===== src/rtl/scheduler_pkg.sv =====
// ============================================================================
// scheduler_pkg : shared enqueue-agent FSM encoding and sume_meta field map
// Revision      : v0.2
// ============================================================================
`default_nettype none

package scheduler_pkg;

  localparam int STATES_WIDTH = 2;

  typedef enum logic [STATES_WIDTH-1:0] {
    IDLE    = 2'd0,
    ENQUEUE = 2'd1,
    DROP    = 2'd2
  } enq_state_e;

  localparam int SUME_DST_POS  = 24;
  localparam int SUME_DROP_POS = 32;

  // The CPU queue always sits just above the physical ports.
  function automatic int cpu_queue_idx(input int num_nf_ports);
    return num_nf_ports;
  endfunction

endpackage

`default_nettype wire


===== src/rtl/enq_port_decode.sv =====
// ============================================================================
// enq_port_decode : dst_port decode, queue eligibility and priority select
// Revision        : v0.2
// ============================================================================
`default_nettype none

module enq_port_decode
  import scheduler_pkg::*;
#(
  parameter int NUM_NF_PORTS   = 4,
  parameter int MULTICAST_MODE = 1
) (
  input  logic [2*NUM_NF_PORTS-1:0] dst_i,
  input  logic [NUM_NF_PORTS:0]     almost_full_i,
  input  logic [NUM_NF_PORTS:0]     pifo_full_i,
  output logic [NUM_NF_PORTS:0]     eligible_o,
  output logic [NUM_NF_PORTS:0]     sel_o
);

  localparam int QUEUE_NUM = NUM_NF_PORTS + 1;
  localparam int CPU_IDX   = cpu_queue_idx(NUM_NF_PORTS);

  logic [QUEUE_NUM-1:0]    decoded;
  logic [NUM_NF_PORTS-1:0] nf_bits;
  logic [NUM_NF_PORTS-1:0] cpu_bits;

  // Even dst bits address physical ports, odd bits all map onto the CPU queue.
  for (genvar i = 0; i < NUM_NF_PORTS; i++) begin : g_port
    assign nf_bits[i]  = dst_i[2*i];
    assign cpu_bits[i] = dst_i[2*i+1];
  end

  assign decoded[NUM_NF_PORTS-1:0] = nf_bits;
  assign decoded[CPU_IDX]          = |cpu_bits;

  assign eligible_o = decoded & ~almost_full_i & ~pifo_full_i;

  if (MULTICAST_MODE != 0) begin : g_mcast
    assign sel_o = eligible_o;
  end else begin : g_ucast
    assign sel_o = eligible_o & (~eligible_o + QUEUE_NUM'(1));
  end

endmodule

`default_nettype wire


===== src/rtl/enqueue_agent_v0_2.sv =====
// ============================================================================
// enqueue_agent_v0_2 : admits/drops P4 packets into per-port buffers and PIFOs;
//                      ENQ_AGENT_STATS_EN adds saturating per-reason counters
// Revision           : v0.2
// ============================================================================
`default_nettype none

module enqueue_agent_v0_2
  import scheduler_pkg::*;
#(
  parameter int C_S_AXIS_TUSER_WIDTH = 128,
  parameter int NUM_NF_PORTS         = 4,
  parameter int DST_POS              = SUME_DST_POS,
  parameter int DROP_POS             = SUME_DROP_POS,
  parameter int MULTICAST_MODE       = 1,
  parameter int CNT_WIDTH            = 32
) (
  input  logic                            axis_aclk,
  input  logic                            axis_resetn,
  input  logic                            s_axis_tvalid,
  output logic                            s_axis_tready,
  input  logic [C_S_AXIS_TUSER_WIDTH-1:0] s_axis_tuser,
  input  logic                            s_axis_tlast,
  input  logic [NUM_NF_PORTS:0]           s_axis_buffer_almost_full,
  input  logic [NUM_NF_PORTS:0]           s_axis_pifo_full,
  output logic [NUM_NF_PORTS:0]           m_axis_ctl_pifo_in_en,
  output logic [NUM_NF_PORTS:0]           m_axis_ctl_buffer_wr_en,
  output logic [CNT_WIDTH-1:0]            stat_enq_pkts,
  output logic [CNT_WIDTH-1:0]            stat_drop_meta,
  output logic [CNT_WIDTH-1:0]            stat_drop_full
);

  localparam int QUEUE_NUM = NUM_NF_PORTS + 1;

  enq_state_e           state_q, state_d;
  logic [QUEUE_NUM-1:0] mask_q, mask_d;
  logic                 first_beat_q, first_beat_d;
  logic [QUEUE_NUM-1:0] eligible;
  logic [QUEUE_NUM-1:0] sel_mask;
  logic                 drop_bit;
  logic                 enq_evt, drop_meta_evt, drop_full_evt;
  logic                 unused_tuser;

  assign drop_bit     = s_axis_tuser[DROP_POS];
  assign unused_tuser = ^s_axis_tuser;

  enq_port_decode #(
    .NUM_NF_PORTS   (NUM_NF_PORTS),
    .MULTICAST_MODE (MULTICAST_MODE)
  ) u_decode (
    .dst_i         (s_axis_tuser[DST_POS +: 2*NUM_NF_PORTS]),
    .almost_full_i (s_axis_buffer_almost_full),
    .pifo_full_i   (s_axis_pifo_full),
    .eligible_o    (eligible),
    .sel_o         (sel_mask)
  );

  always_ff @(posedge axis_aclk) begin
    if (!axis_resetn) begin
      state_q      <= IDLE;
      mask_q       <= '0;
      first_beat_q <= 1'b1;
    end else begin
      state_q      <= state_d;
      mask_q       <= mask_d;
      first_beat_q <= first_beat_d;
    end
  end

  always_comb begin
    state_d                 = state_q;
    mask_d                  = mask_q;
    first_beat_d            = first_beat_q;
    s_axis_tready           = 1'b0;
    m_axis_ctl_buffer_wr_en = '0;
    m_axis_ctl_pifo_in_en   = '0;
    enq_evt                 = 1'b0;
    drop_meta_evt           = 1'b0;
    drop_full_evt           = 1'b0;
    case (state_q)
      IDLE: begin
        // Header is held, not accepted, while the admission decision is made.
        if (s_axis_tvalid) begin
          first_beat_d = 1'b1;
          if (drop_bit) begin
            state_d       = DROP;
            drop_meta_evt = 1'b1;
          end else if (eligible == '0) begin
            state_d       = DROP;
            drop_full_evt = 1'b1;
          end else begin
            state_d = ENQUEUE;
            mask_d  = sel_mask;
            enq_evt = 1'b1;
          end
        end
      end
      ENQUEUE: begin
        s_axis_tready = 1'b1;
        if (s_axis_tvalid) begin
          m_axis_ctl_buffer_wr_en = mask_q;
          if (first_beat_q) m_axis_ctl_pifo_in_en = mask_q;
          first_beat_d = 1'b0;
          if (s_axis_tlast) begin
            state_d      = IDLE;
            first_beat_d = 1'b1;
          end
        end
      end
      DROP: begin
        s_axis_tready = 1'b1;
        if (s_axis_tvalid && s_axis_tlast) state_d = IDLE;
      end
      default: state_d = IDLE;
    endcase
  end

`ifdef ENQ_AGENT_STATS_EN
  logic [CNT_WIDTH-1:0] enq_cnt_q, drop_meta_cnt_q, drop_full_cnt_q;

  always_ff @(posedge axis_aclk) begin
    if (!axis_resetn) begin
      enq_cnt_q       <= '0;
      drop_meta_cnt_q <= '0;
      drop_full_cnt_q <= '0;
    end else begin
      if (enq_evt && !(&enq_cnt_q))
        enq_cnt_q <= enq_cnt_q + CNT_WIDTH'(1);
      if (drop_meta_evt && !(&drop_meta_cnt_q))
        drop_meta_cnt_q <= drop_meta_cnt_q + CNT_WIDTH'(1);
      if (drop_full_evt && !(&drop_full_cnt_q))
        drop_full_cnt_q <= drop_full_cnt_q + CNT_WIDTH'(1);
    end
  end

  assign stat_enq_pkts  = enq_cnt_q;
  assign stat_drop_meta = drop_meta_cnt_q;
  assign stat_drop_full = drop_full_cnt_q;
`else
  logic unused_stat_evts;
  assign unused_stat_evts = enq_evt ^ drop_meta_evt ^ drop_full_evt;
  assign stat_enq_pkts    = '0;
  assign stat_drop_meta   = '0;
  assign stat_drop_full   = '0;
`endif

endmodule

`default_nettype wire


===== config.mk =====
export PLATFORM = sky130hd
export DESIGN_NAME = enqueue_agent_v0_2
export DESIGN_NICKNAME = d
export VERILOG_FILES = /design/src/rtl/scheduler_pkg.sv /design/src/rtl/enq_port_decode.sv /design/src/rtl/enqueue_agent_v0_2.sv
export SDC_FILE = /design/constraint.sdc
export NUM_CORES = 1
export LEC_CHECK = 0
export ABC_AREA = 0
export BUFFER_PORTS_ARGS = -buffer_cell sky130_fd_sc_hd__buf_2
export CAP_MARGIN = 15
export CORE_AREA = 2 2 97 99
export CTS_BUF_LIST = sky130_fd_sc_hd__clkbuf_2
export DETAILED_ROUTE_END_ITERATION = 10
export DIE_AREA = 0 0 99 101
export GPL_ROUTABILITY_DRIVEN = 0
export SLEW_MARGIN = 25
export SYNTH_ARGS = -nofsm -noshare
export SYNTH_HDL_FRONTEND = slang
export SYNTH_HIERARCHICAL = 1
export SYNTH_SLANG_ARGS = --single-unit

===== constraint.sdc =====
create_clock -name axis_aclk -period 2.7 [get_ports axis_aclk]
set_input_delay 0.81 -clock axis_aclk [delete_from_list [all_inputs] [get_ports axis_aclk]]
set_output_delay 0.81 -clock axis_aclk [all_outputs]
set_load 0.05 [all_outputs]

==> flow_summary.toml <==
[worst_setup_path]
critical_path.top_delay_family = "buffers and inverters"
path_common_cell = "buf_2"
rr_startpoint = "state_q[0]$_SDFFE_PN0P_"
rr_endpoint = "state_q[0]$_SDFFE_PN0P_"
reg2reg_depth = 5
crit_type = "input port to primary output"
required_ns = 1.89
crit_path_end_kind = "primary output"
worst_path_max_delay_cell = "buf_2"
start_kind = "input port"
crit_chain = "buf_2 > and2_1 > and3_1 > buf_2"
cp_slowest_stage_delay_ns = 0.26
reg2reg_slack_ns = 1.15
cp_max_fo = 11
path_buf_inv = 2
critPathArrivalTime_ns = 1.64

[clock_tree]
cts_tree = "yes"
ctsHoldBuffers = 0
h-tree-depth = 1
cts_sinks = 8
cts_resized = 0
path_clk_slew_ns = 0.08
clock-root-buffer = "clkbuf_2"
clk_path_buf_depth = 2
post_cts_buffers = 0
cts_buffers = 3
clkLatencyLatePin_ns = 0.24

[pwr]
internal-power_mw = 0.194
combPwrFrac_pct = 65.6
leakage_nw = 0.704
p_clk_share_pct = 12.2
peakVddDrop_uv = 85.1
cellPowerDensity_nw_per_um2 = 470
share_seq_of_total_power_pct = 22.2
sw_frac_of_total_pct = 67.0
p_switching_mw = 0.393
p_total_mw = 0.586

[sta]
fmax_mhz = 408
setup_tns_ns = 0
max_slew_margin_pct = 62.3
setup_viol = 0
period_minus_slack_ns = 2.45
drv_slew = 0
hold_viol_final = 0
rsz0062_at_grt = "false"
tightest_slew_ns = 0.561
finClkSkew_ns = 0.00458
timing.final.crit_share_pct = 90.8

[detailed_routing]
drc = 0
drtIter0Drc = 14
first_pass_iters = 6
ant_nets = 0
wl_per_cell_microns = 7.22
avgViaCountPerCell = 2.80
drt-total-wl_microns = 2220
vias = 862

[layout]
fillerInstances = 1037
area_delta_synth_final_pct = -6.74
mostFrequentLayoutCells = "conb_1, buf_2, nand2_1"
final_common_cell = "conb_1"
layout.nets = 345
layout-drive-gt1-share_pct = 20.3
n_antenna_cell = 0

[placed_design]
io_buffers = 33
dpl.hpwl_microns = 2020

[synthesis]
yosys_warnings = 6
synthDistinctLibCells = 27
syn_area_sq_um = 1340
avgSynthCellArea_sq_um = 7.91
ys_seq_elements = 8
synth-seq-area-share_pct = 12.0
syn_inst = 169

[floorplan]
start_util_pct = 14.9
ios = 249
die_width_microns = 99
rows = 35
die_area_sq_um = 10000
fp.coreArea_sq_um = 8980
die_h_microns = 101

[min_path]
min_path_cells = 2
hold_class = "flop to flop"
worstHoldStart = "mask_q[1]$_SDFFE_PN0P_"
worstHoldEndpoint = "mask_q[1]$_SDFFE_PN0P_"

[run_status]
status = "finished, final reports clean"

[global_routing]
grt_max_degree = 16
grt_pass1_vias = 668
met2_usage_pct = 7.85
gr-max-usage-layer = "met2"
grtUsageTotal_pct = 4.19
met3_usage_pct = 1.46
grt_antenna_before_repair = 0
grt-ovfl-total = 0
grt_first_pass_wirelength_microns = 3260
use_met1_pct = 4.28

[run]
maxCapViolations = 0
-- power groups by stage --
stage	logic, mW	clock network (mW)	registers, mW
2_1_floorplan	0.468	0	0.131
3_3_place_gp	0.380	0	0.133
3_5_place_dp	0.383	0	0.133
4_1_cts	0.383	0.0742	0.130
5_1_grt	0.404	0.0800	0.131
6_report	0.385	0.0716	0.130
-- stage by stage --
step           area, sq um  cells  worst slack [ns]  hold WS (ns)  util (%)
6_report              1250    308             0.249         0.474      13.9
2_1_floorplan         1690    264             0.243         0.439         -
5_1_grt               1250    308             0.137         0.512      13.9
3_5_place_dp          1230    305             0.235         0.465      13.7
4_1_cts               1250    308             0.234         0.476      13.9
3_3_place_gp          1230    305             0.295         0.460      13.7
-- worst register-to-register path, stage by stage, from the launching register on --
cell,delay (ns)
dfxtp_1,0.40
inv_1,0.09
ha_1,0.27
nor3_1,0.20
o21a_1,0.18
mux2_4,0.30
-- logic make-up (layout without fill, tap and decap cells) --
logic type               after synthesis  in the layout  synth area share [%]
AND/OR/NAND/NOR                       36             36                  16.2
multiplexers                           6              6                  4.87
AO/OA/AOI/OAI                          8              8                  4.78
flip-flops                             8              8                  12.0
buffers and inverters                106             39                  58.1
adder cells (fa/ha/maj)                4              4                  3.75
other                                  1             96                 0.281
-- area by class of cell --
cell class                 instances  area [sq um]  area share (%)
timing repair buffer              33           165            13.3
inverter                           3          11.3           0.904
tap                              111           139            11.1
clock buffer                       3          15.0            1.20
multi-input combinational        150           756            60.6
sequential                         8           160            12.9
-- routing by layer --
metal | part of all wire [%] | vias up
li1 | - | 402
met1 | 34 | 353
met2 | 48 | 103
met3 | 17 | 4
met4 | 1.1 | 0
met5 | 0 | -
-- registers in the layout, summed over array words and instances, names as in the netlist --
signal        cells
state_q           2
first_beat_q      1
mask_q            5
-- worst max-delay path by stage --
stage	startpoint	to	slack (ns)	cells past startpoint
6_report	s_axis_tvalid	m_axis_ctl_pifo_in_en[0]	0.25	4
5_1_grt	state_q[1]$_SDFFE_PN0P_	m_axis_ctl_pifo_in_en[3]	0.14	5
4_1_cts	s_axis_tvalid	m_axis_ctl_pifo_in_en[0]	0.23	4
3_5_place_dp	s_axis_tvalid	m_axis_ctl_pifo_in_en[0]	0.23	4
3_3_place_gp	s_axis_tvalid	m_axis_ctl_pifo_in_en[0]	0.29	4
2_1_floorplan	s_axis_tvalid	m_axis_ctl_pifo_in_en[0]	0.24	3
-- Yosys cell counts (all sizes together) --
master    n  area (sq um)
mux2      1          15.0
clkbuf    2          7.51
nand4     1          6.26
nor2b     1          6.26
buf     101           758
o21ai     1          5.00
inv       3          11.3
dfxtp     8           160
nor3      2          10.0
nor3b     4          30.0
a211oi    1          20.0
o211ai    1          7.51
o21a      1          7.51
a21oi     2          10.0
and2      2          12.5
and3      9          56.3
nand3b    1          7.51
ha        4          50.1
nand2    13          51.3
o22ai     1          6.26
nor4      2          27.5
and4      1          8.76
conb      1          3.75
o21bai    1          7.51
mux2i     5          50.1
Note: power is estimated with default switching activity, not from simulation.
